==> src/rtl/bus_fabric.sv <==
// Single-host, N-endpoint parallel bus fabric: window decode, one-hot select, registered
// read-data mux, req/ack handshake with access timeout and a saturating error counter.
module bus_fabric #(
    parameter int unsigned                 N_EP       = 2,
    parameter int unsigned                 ADDR_WIDTH = 5,
    parameter int unsigned                 DATA_WIDTH = 4,
    parameter logic [N_EP*ADDR_WIDTH-1:0]  BASE_ADDRS = {5'd16, 5'd0},
    parameter logic [N_EP*ADDR_WIDTH-1:0]  RANGES     = {5'd8, 5'd4},
    parameter int unsigned                 TIMEOUT    = 15
) (
    input  logic                         clk,
    input  logic                         rst_n,
    input  logic                         h_req,
    input  logic                         h_r_wn,
    input  logic [ADDR_WIDTH-1:0]        h_addr,
    input  logic [DATA_WIDTH-1:0]        h_wdata,
    output logic                         h_ack,
    output logic [DATA_WIDTH-1:0]        h_rdata,
    output logic                         h_err,
    output logic                         busy,
    output logic [7:0]                   err_cnt,
    output logic [N_EP-1:0]              ep_sel,
    output logic                         ep_r_wn,
    output logic [ADDR_WIDTH-1:0]        ep_addr,
    output logic [DATA_WIDTH-1:0]        ep_wdata,
    input  logic [N_EP*DATA_WIDTH-1:0]   ep_rdata,
    input  logic [N_EP-1:0]              ep_ack
);

    localparam int unsigned CNT_W = (TIMEOUT > 1) ? $clog2(TIMEOUT) : 1;
    localparam int unsigned IDX_W = (N_EP > 1) ? $clog2(N_EP) : 1;
    localparam logic [CNT_W-1:0] CNT_LAST = CNT_W'(TIMEOUT - 1);

    localparam logic [1:0] ST_IDLE   = 2'd0;
    localparam logic [1:0] ST_ACCESS = 2'd1;
    localparam logic [1:0] ST_RESP   = 2'd2;

    logic [1:0]            state_q, state_d;
    logic [CNT_W-1:0]      cnt_q, cnt_d;
    logic [IDX_W-1:0]      sel_idx_q, sel_idx_d;
    logic [N_EP-1:0]       ep_sel_q, ep_sel_d;
    logic                  ep_r_wn_q, ep_r_wn_d;
    logic [ADDR_WIDTH-1:0] ep_addr_q, ep_addr_d;
    logic [DATA_WIDTH-1:0] ep_wdata_q, ep_wdata_d;
    logic                  h_ack_q, h_ack_d;
    logic [DATA_WIDTH-1:0] h_rdata_q, h_rdata_d;
    logic                  h_err_q, h_err_d;
    logic [7:0]            err_cnt_q, err_cnt_d;
    logic                  err_inc;

    logic                  dec_hit;
    logic [IDX_W-1:0]      dec_idx;
    logic [ADDR_WIDTH-1:0] dec_off;
    logic [ADDR_WIDTH:0]   win_lo, win_hi;

    // Scan from the top index down so the lowest matching window is the one kept.
    always_comb begin
        dec_hit = 1'b0;
        dec_idx = '0;
        dec_off = '0;
        win_lo  = '0;
        win_hi  = '0;
        for (int i = N_EP - 1; i >= 0; i--) begin
            win_lo = {1'b0, BASE_ADDRS[i*ADDR_WIDTH +: ADDR_WIDTH]};
            win_hi = win_lo + {1'b0, RANGES[i*ADDR_WIDTH +: ADDR_WIDTH]};
            if (({1'b0, h_addr} >= win_lo) && ({1'b0, h_addr} < win_hi)) begin
                dec_hit = 1'b1;
                dec_idx = IDX_W'(i);
                dec_off = h_addr - win_lo[ADDR_WIDTH-1:0];
            end
        end
    end

    always_comb begin
        state_d    = state_q;
        cnt_d      = cnt_q;
        sel_idx_d  = sel_idx_q;
        ep_sel_d   = ep_sel_q;
        ep_r_wn_d  = ep_r_wn_q;
        ep_addr_d  = ep_addr_q;
        ep_wdata_d = ep_wdata_q;
        h_ack_d    = 1'b0;
        h_rdata_d  = h_rdata_q;
        h_err_d    = h_err_q;
        err_inc    = 1'b0;
        case (state_q)
            ST_IDLE: begin
                if (h_req) begin
                    ep_r_wn_d  = h_r_wn;
                    ep_wdata_d = h_wdata;
                    if (dec_hit) begin
                        state_d   = ST_ACCESS;
                        ep_sel_d  = N_EP'(1) << dec_idx;
                        ep_addr_d = dec_off;
                        sel_idx_d = dec_idx;
                        cnt_d     = '0;
                    end else begin
                        state_d   = ST_RESP;
                        ep_addr_d = h_addr;
                        h_ack_d   = 1'b1;
                        h_err_d   = 1'b1;
                        h_rdata_d = '0;
                        err_inc   = 1'b1;
                    end
                end
            end
            ST_ACCESS: begin
                // Ack is checked first so it wins over a timeout on the same edge.
                if (ep_ack[sel_idx_q]) begin
                    state_d   = ST_RESP;
                    ep_sel_d  = '0;
                    h_ack_d   = 1'b1;
                    h_err_d   = 1'b0;
                    h_rdata_d = ep_r_wn_q ? ep_rdata[int'(sel_idx_q)*DATA_WIDTH +: DATA_WIDTH]
                                          : '0;
                end else if (cnt_q == CNT_LAST) begin
                    state_d   = ST_RESP;
                    ep_sel_d  = '0;
                    h_ack_d   = 1'b1;
                    h_err_d   = 1'b1;
                    h_rdata_d = '0;
                    err_inc   = 1'b1;
                end else begin
                    cnt_d = cnt_q + CNT_W'(1);
                end
            end
            ST_RESP: begin
                state_d = ST_IDLE;
            end
            default: begin
                state_d = ST_IDLE;
            end
        endcase
        err_cnt_d = (err_inc && (err_cnt_q != 8'hFF)) ? err_cnt_q + 8'd1 : err_cnt_q;
    end

    always_ff @(posedge clk or negedge rst_n) begin
        if (!rst_n) begin
            state_q    <= ST_IDLE;
            cnt_q      <= '0;
            sel_idx_q  <= '0;
            ep_sel_q   <= '0;
            ep_r_wn_q  <= 1'b0;
            ep_addr_q  <= '0;
            ep_wdata_q <= '0;
            h_ack_q    <= 1'b0;
            h_rdata_q  <= '0;
            h_err_q    <= 1'b0;
            err_cnt_q  <= '0;
        end else begin
            state_q    <= state_d;
            cnt_q      <= cnt_d;
            sel_idx_q  <= sel_idx_d;
            ep_sel_q   <= ep_sel_d;
            ep_r_wn_q  <= ep_r_wn_d;
            ep_addr_q  <= ep_addr_d;
            ep_wdata_q <= ep_wdata_d;
            h_ack_q    <= h_ack_d;
            h_rdata_q  <= h_rdata_d;
            h_err_q    <= h_err_d;
            err_cnt_q  <= err_cnt_d;
        end
    end

    assign busy     = (state_q != ST_IDLE);
    assign h_ack    = h_ack_q;
    assign h_rdata  = h_rdata_q;
    assign h_err    = h_err_q;
    assign err_cnt  = err_cnt_q;
    assign ep_sel   = ep_sel_q;
    assign ep_r_wn  = ep_r_wn_q;
    assign ep_addr  = ep_addr_q;
    assign ep_wdata = ep_wdata_q;

endmodule
==> config.mk <==
export PLATFORM = sky130hd
export DESIGN_NAME = bus_fabric
export DESIGN_NICKNAME = d
export VERILOG_FILES = /design/src/rtl/bus_fabric.sv
export SDC_FILE = /design/constraint.sdc
export NUM_CORES = 1
export LEC_CHECK = 0
export ABC_CLOCK_PERIOD_IN_PS = 1850
export CAP_MARGIN = 20
export CORE_MARGIN = 1
export CORE_UTILIZATION = 40
export CTS_CLUSTER_DIAMETER = 200
export DETAILED_ROUTE_END_ITERATION = 8
export PLACE_DENSITY = 0.83
export SETUP_SLACK_MARGIN = 0.2
export SYNTH_ARGS = -nofsm -noshare
export SYNTH_HDL_FRONTEND = slang
export SYNTH_SLANG_ARGS = --single-unit
==> constraint.sdc <==
create_clock -name clk -period 1.85 [get_ports clk]
set_input_delay 0.37 -clock clk [delete_from_list [all_inputs] [get_ports clk]]
set_output_delay 0.37 -clock clk [all_outputs]
set_load 0.005 [all_outputs]
==> results.md <==
Outcome:
- The flow ran to the end, but the final reports show violations.
- The final reports fail on setup timing.

Setup path:
- Measured in cells, the most critical reg-to-reg path has a length of 7.
- The highest fanout seen on the critical path is 7.
- The worst setup path is launched from a flip-flop.
- The slowest library cell on the worst path is sky130_fd_sc_hd__dfrtp_1.
- STA puts the critical path data required time at 2.06 ns.
- The critical path is of the reg -> reg type.
- The peak per-stage delay on the critical path is 0.41 ns.
- The type of element capturing the critical path is a flip-flop.
- The category of cells accounting for the largest share of critical-path delay is simple AND/OR/NAND/NOR gates.
- Walking the worst path, the cells encountered are inv_2 > ha_4 > and3_4 > or3b_4 > buf_8 > a211oi_1 > xor2_1.
- The worst endpoint data arrival time is 2.15 ns.
- The buffering stage count on the worst path with inverters included is 2.
- The count of cell instances traversed by the critical path is 7.

Die:
- The initialized floorplan defines 22 standard-cell rows.
- The width of the die is 64.43 um.
- In this run the vertical extent of the chip is 64.43 um.
- 50 I/O pins were placed.
- The die outline area is 4151 um^2.
- The initial standard-cell utilization of the core is 42.27%.
- The core region is 3689 um^2.

Final layout:
- Leaving out fill and tap cells, the most frequent cell in the layout is sky130_fd_sc_hd__clkdlybuf4s50_1.
- 0 antenna diodes ended up in the layout.
- The net count of the finished layout is 273.
- In the final layout, the multi-input gates occupy 935.9 um^2.
- The layout-stage area growth over the synthesis result is 83.71%.
- The combined flip-flop and latch cell area is 825.8 um^2.
- In the layout the commonest cells are 38 x sky130_fd_sc_hd__clkdlybuf4s50_1, 34 x sky130_fd_sc_hd__buf_4, 33 x sky130_fd_sc_hd__dfrtp_1.
- For this run, the number of standard cells in the final layout without fillers is 296.
- The layout filler cell count is 237.
- With fillers left out, the area of the finished cells amounts to 2864 um^2.
- In the final layout, the share of cells above drive strength 1 is 37.10%.

CTS:
- CTS saw 33 sinks.
- The quantity of hold-fixing buffers added after cts is 0.
- The source-to-sink clock delay at the later pin of the worst-skew pair is 0.29 ns.
- CTS built an H-tree with a depth of 2.
- The total clock buffers created by CTS is 5.
- Clock-pin slew was measured on the worst setup and hold paths at 0.07 ns.
- CTS placed an instance of sky130_fd_sc_hd__clkbuf_8 at the clock tree root.
- The clock tree buffer depth is 2.
- The TritonCTS clock tree is yes.

Global routing:
- The overall track demand over capacity in global routing is 22.30%.
- The number of antenna violations at the first check in global routing was 0.
- The global-route wire length before repair is 6824 um.
- The total global routing overflow is 0.
- The via count of the first global-routing pass is 1517.
- Entering global routing, the biggest net connects 34 pins.

Synthesis:
- The parity-gate share of the synthesized area counting xor and xnor cells is 3.371%.
- The synthesized cell area is 1559 um^2.
- Counting distinct cell types in the post-synthesis netlist gives 36.
- The post-synthesis cell count is 151.
- After synthesis, the mean cell area works out to 10.32 um^2.
- After Yosys synthesis, and, or, nand and nor cells account for 19.58% of the synthesized area.
- Multiplexer cells account for 7.143% of the synthesized area.
- After synthesis the netlist holds a flip-flop and latch count of 33.
- Sequential elements use 52.97% of the synthesized area.
- By area, the combinational part of the netlist is dominated by simple AND/OR/NAND/NOR gates.
- The area fraction of the dominant cell type after synthesis is 52.97%.
- The net count of the mapped netlist is 177.
- The fraction of the mapped netlist area in compound gates is 10.19%.
- During synthesis, Yosys emitted a total of 0 warnings.
- After synthesis, the cell types taking the most area are sky130_fd_sc_hd__dfrtp_1 53%, sky130_fd_sc_hd__nand2_1 7.7%, sky130_fd_sc_hd__xor2_1 3.4%.
- The cell type with the largest total area after synthesis is sky130_fd_sc_hd__dfrtp_1.
- The synthesized-area fraction occupied by adder cells is 2.408%.

Routing:
- The overall routed net length is 4552 um.
- The number of violations reported at the end of detailed-routing iteration 0 is 63.
- In the routed layout, each cell is associated on average with a via count of 5.017.
- The number of remaining DRC errors is 0.
- The number of optimization iterations in the first detailed-route pass is 4.
- The total vias in the final route is 1485.
- After detailed routing, the average wire length per cell comes to 15.38 um.
- The number of routed nets with antenna violations is 0.

Pwr:
- VDD sags by at most 0.0008675 V.
- The analysis attributes to cell leakage a power of 0.001358 uW.
- The overall power after layout is 4365 uW.
- In this run the power density over the cells is 1524 nW/um^2.

Placed design:
- During placement, the flow inserted port buffers numbering 49.
- Detailed placement finished with a half-perimeter wire length of 2790 um.
- The final weighted congestion in routability-driven placement is 0.8599.
- After detailed placement, the total cell area comes to 2366 um^2.
- Counting tap cells, the placed design contains a total of 272 instances.

Timing:
- The transition time at the pin with the least slew margin is 0.6072 ns.
- The total of endpoints with negative setup slack in the final report is 6.
- The share of the clock period used by the worst path after layout is 104.8%.
- The hold violation total from the final report came to 0.
- Setup repair after global routing could not meet its margin everywhere.
- The minimum hold slack is 0.4730 ns.
- The final critical path time including I/O delays and setup is 1.939 ns.
- The number of max-slew violations in the final report came to 0.
- The final setup slack of the worst path is -0.08895 ns.
- The worst clock skew is 0.005871 ns.
- Static timing analysis puts the maximum clock frequency at 515.7 MHz.
- The relative slew slack is 59.30%.

Flow run:
- The max-capacitance violation count is 0.

Hold path:
- The number of cells on the worst hold path is 2.
- The type of the tightest min-delay check is reg -> reg.
[synthesized netlist by cell type]
| cell type | instances |
|---|---|
| sky130_fd_sc_hd__nand3_1 | 8 |
| sky130_fd_sc_hd__mux2i_1 | 4 |
| sky130_fd_sc_hd__o22ai_1 | 1 |
| sky130_fd_sc_hd__and3_1 | 3 |
| sky130_fd_sc_hd__o31a_1 | 1 |
| sky130_fd_sc_hd__or3b_1 | 1 |
| sky130_fd_sc_hd__o2bb2ai_1 | 4 |
| sky130_fd_sc_hd__o31ai_1 | 1 |
| sky130_fd_sc_hd__a2bb2oi_1 | 1 |
| sky130_fd_sc_hd__nor4_1 | 1 |
| sky130_fd_sc_hd__or2_2 | 1 |
| sky130_fd_sc_hd__xor2_1 | 6 |
| sky130_fd_sc_hd__nand2b_1 | 1 |
| sky130_fd_sc_hd__inv_1 | 9 |
| sky130_fd_sc_hd__nor3b_1 | 1 |
| sky130_fd_sc_hd__nor2_1 | 4 |
| sky130_fd_sc_hd__a211oi_1 | 2 |
| sky130_fd_sc_hd__nand2_1 | 32 |
| sky130_fd_sc_hd__nor2b_1 | 5 |
| sky130_fd_sc_hd__dfrtp_1 | 33 |
| sky130_fd_sc_hd__mux2_4 | 1 |
| sky130_fd_sc_hd__o21ai_0 | 3 |
| sky130_fd_sc_hd__o21a_1 | 1 |
| sky130_fd_sc_hd__a2111oi_2 | 2 |
| sky130_fd_sc_hd__or3b_2 | 1 |
| sky130_fd_sc_hd__ha_1 | 3 |
| sky130_fd_sc_hd__nand4_1 | 1 |
| sky130_fd_sc_hd__or3_1 | 1 |
| sky130_fd_sc_hd__o21ai_1 | 1 |
| sky130_fd_sc_hd__nor3_1 | 3 |
| sky130_fd_sc_hd__a21oi_1 | 4 |
| sky130_fd_sc_hd__mux2_1 | 1 |
| sky130_fd_sc_hd__mux2_2 | 4 |
| sky130_fd_sc_hd__clkbuf_1 | 3 |
| sky130_fd_sc_hd__nor4b_1 | 1 |
| sky130_fd_sc_hd__buf_6 | 2 |
[final cells by class]
class | count | area share, %
Inverter | 9 | 1.180
Timing Repair Buffer | 94 | 30.54
Tap cell | 48 | 2.097
Multi-Input combinational cell | 104 | 32.68
Clock inverter | 3 | 2.272
Clock buffer | 5 | 2.403
Sequential cell | 33 | 28.83
[registers in the layout, summed over array words and instances (netlist names)]
| name | cells |
|---|---|
| sel_idx_q | 1 |
| state_q | 2 |
| ep_addr | 5 |
| ep_r_wn | 1 |
| ep_wdata | 4 |
| cnt_q | 4 |
| ep_sel | 2 |
| err_cnt | 8 |
| h_err | 1 |
| h_rdata | 4 |
| h_ack | 1 |
[worst paths after layout]
check,slack (ns),start,to
worst max-delay path,-0.09,cnt_q[0],err_cnt[2]
worst min-delay path,0.47,ep_addr[4],ep_addr[4]
worst max register to register,-0.09,cnt_q[0],err_cnt[2]
worst min register to register,0.47,ep_addr[4],ep_addr[4]
max in group asynchronous,1.06,rst_n,cnt_q[3]
min in group asynchronous,0.49,rst_n,sel_idx_q
[where the power goes]
| part | total [uW] | leakage, uW | internal, uW | switching (uW) |
|---|---|---|---|---|
| Sequential | 1270 | 0.000420 | 1030 | 247 |
| Combinational | 2290 | 0.000869 | 1360 | 930 |
| Clock | 805 | 0.0000681 | 535 | 270 |
| Total | 4370 | 0.00136 | 2920 | 1450 |
[layer usage]
metal | routed length, um | vias up | GRT usage, %
li1 | - | 712 | -
met1 | 1858 | 722 | 26.03
met2 | 2412 | 40 | 36.18
met3 | 188 | 11 | 6.514
met4 | 93 | 0 | 13.33
met5 | 0 | - | 0
[through the flow]
stage	util (%)	setup WS (ns)	TNS, ns
3_3_place_gp	64.15	-0.3339	-4.498
4_1_cts	72.80	-0.02595	-0.05256
6_report	77.65	-0.08895	-0.3082
3_5_place_dp	64.15	-0.4140	-5.639
5_1_grt	77.65	-0.1096	-0.5915
2_1_floorplan	-	-0.03788	-0.07468
[kinds of logic after synthesis]
logic type | count (synthesis)
muxes | 10
buffers and inverters | 14
and+or+nand+nor | 64
adders and majority gates | 3
AOI/OAI and AO/OA | 21
DFF | 33
xor gates and xnor gates | 6
[what timing repair did]
| item | in CTS | in global routing |
|---|---|---|
| resized for setup | 32 | 34 |
| pin swaps | 9 | 5 |
| setup endpoints to repair | 22 | 26 |
| buffers inserted | 13 | 3 |
[tightest hold or removal path: stages, from the launching register on]
cell and delay, ns:
sky130_fd_sc_hd__dfrtp_1 0.34, sky130_fd_sc_hd__nand2_1 0.05, sky130_fd_sc_hd__nand2_1 0.05
(Power assumes the default switching activity.)
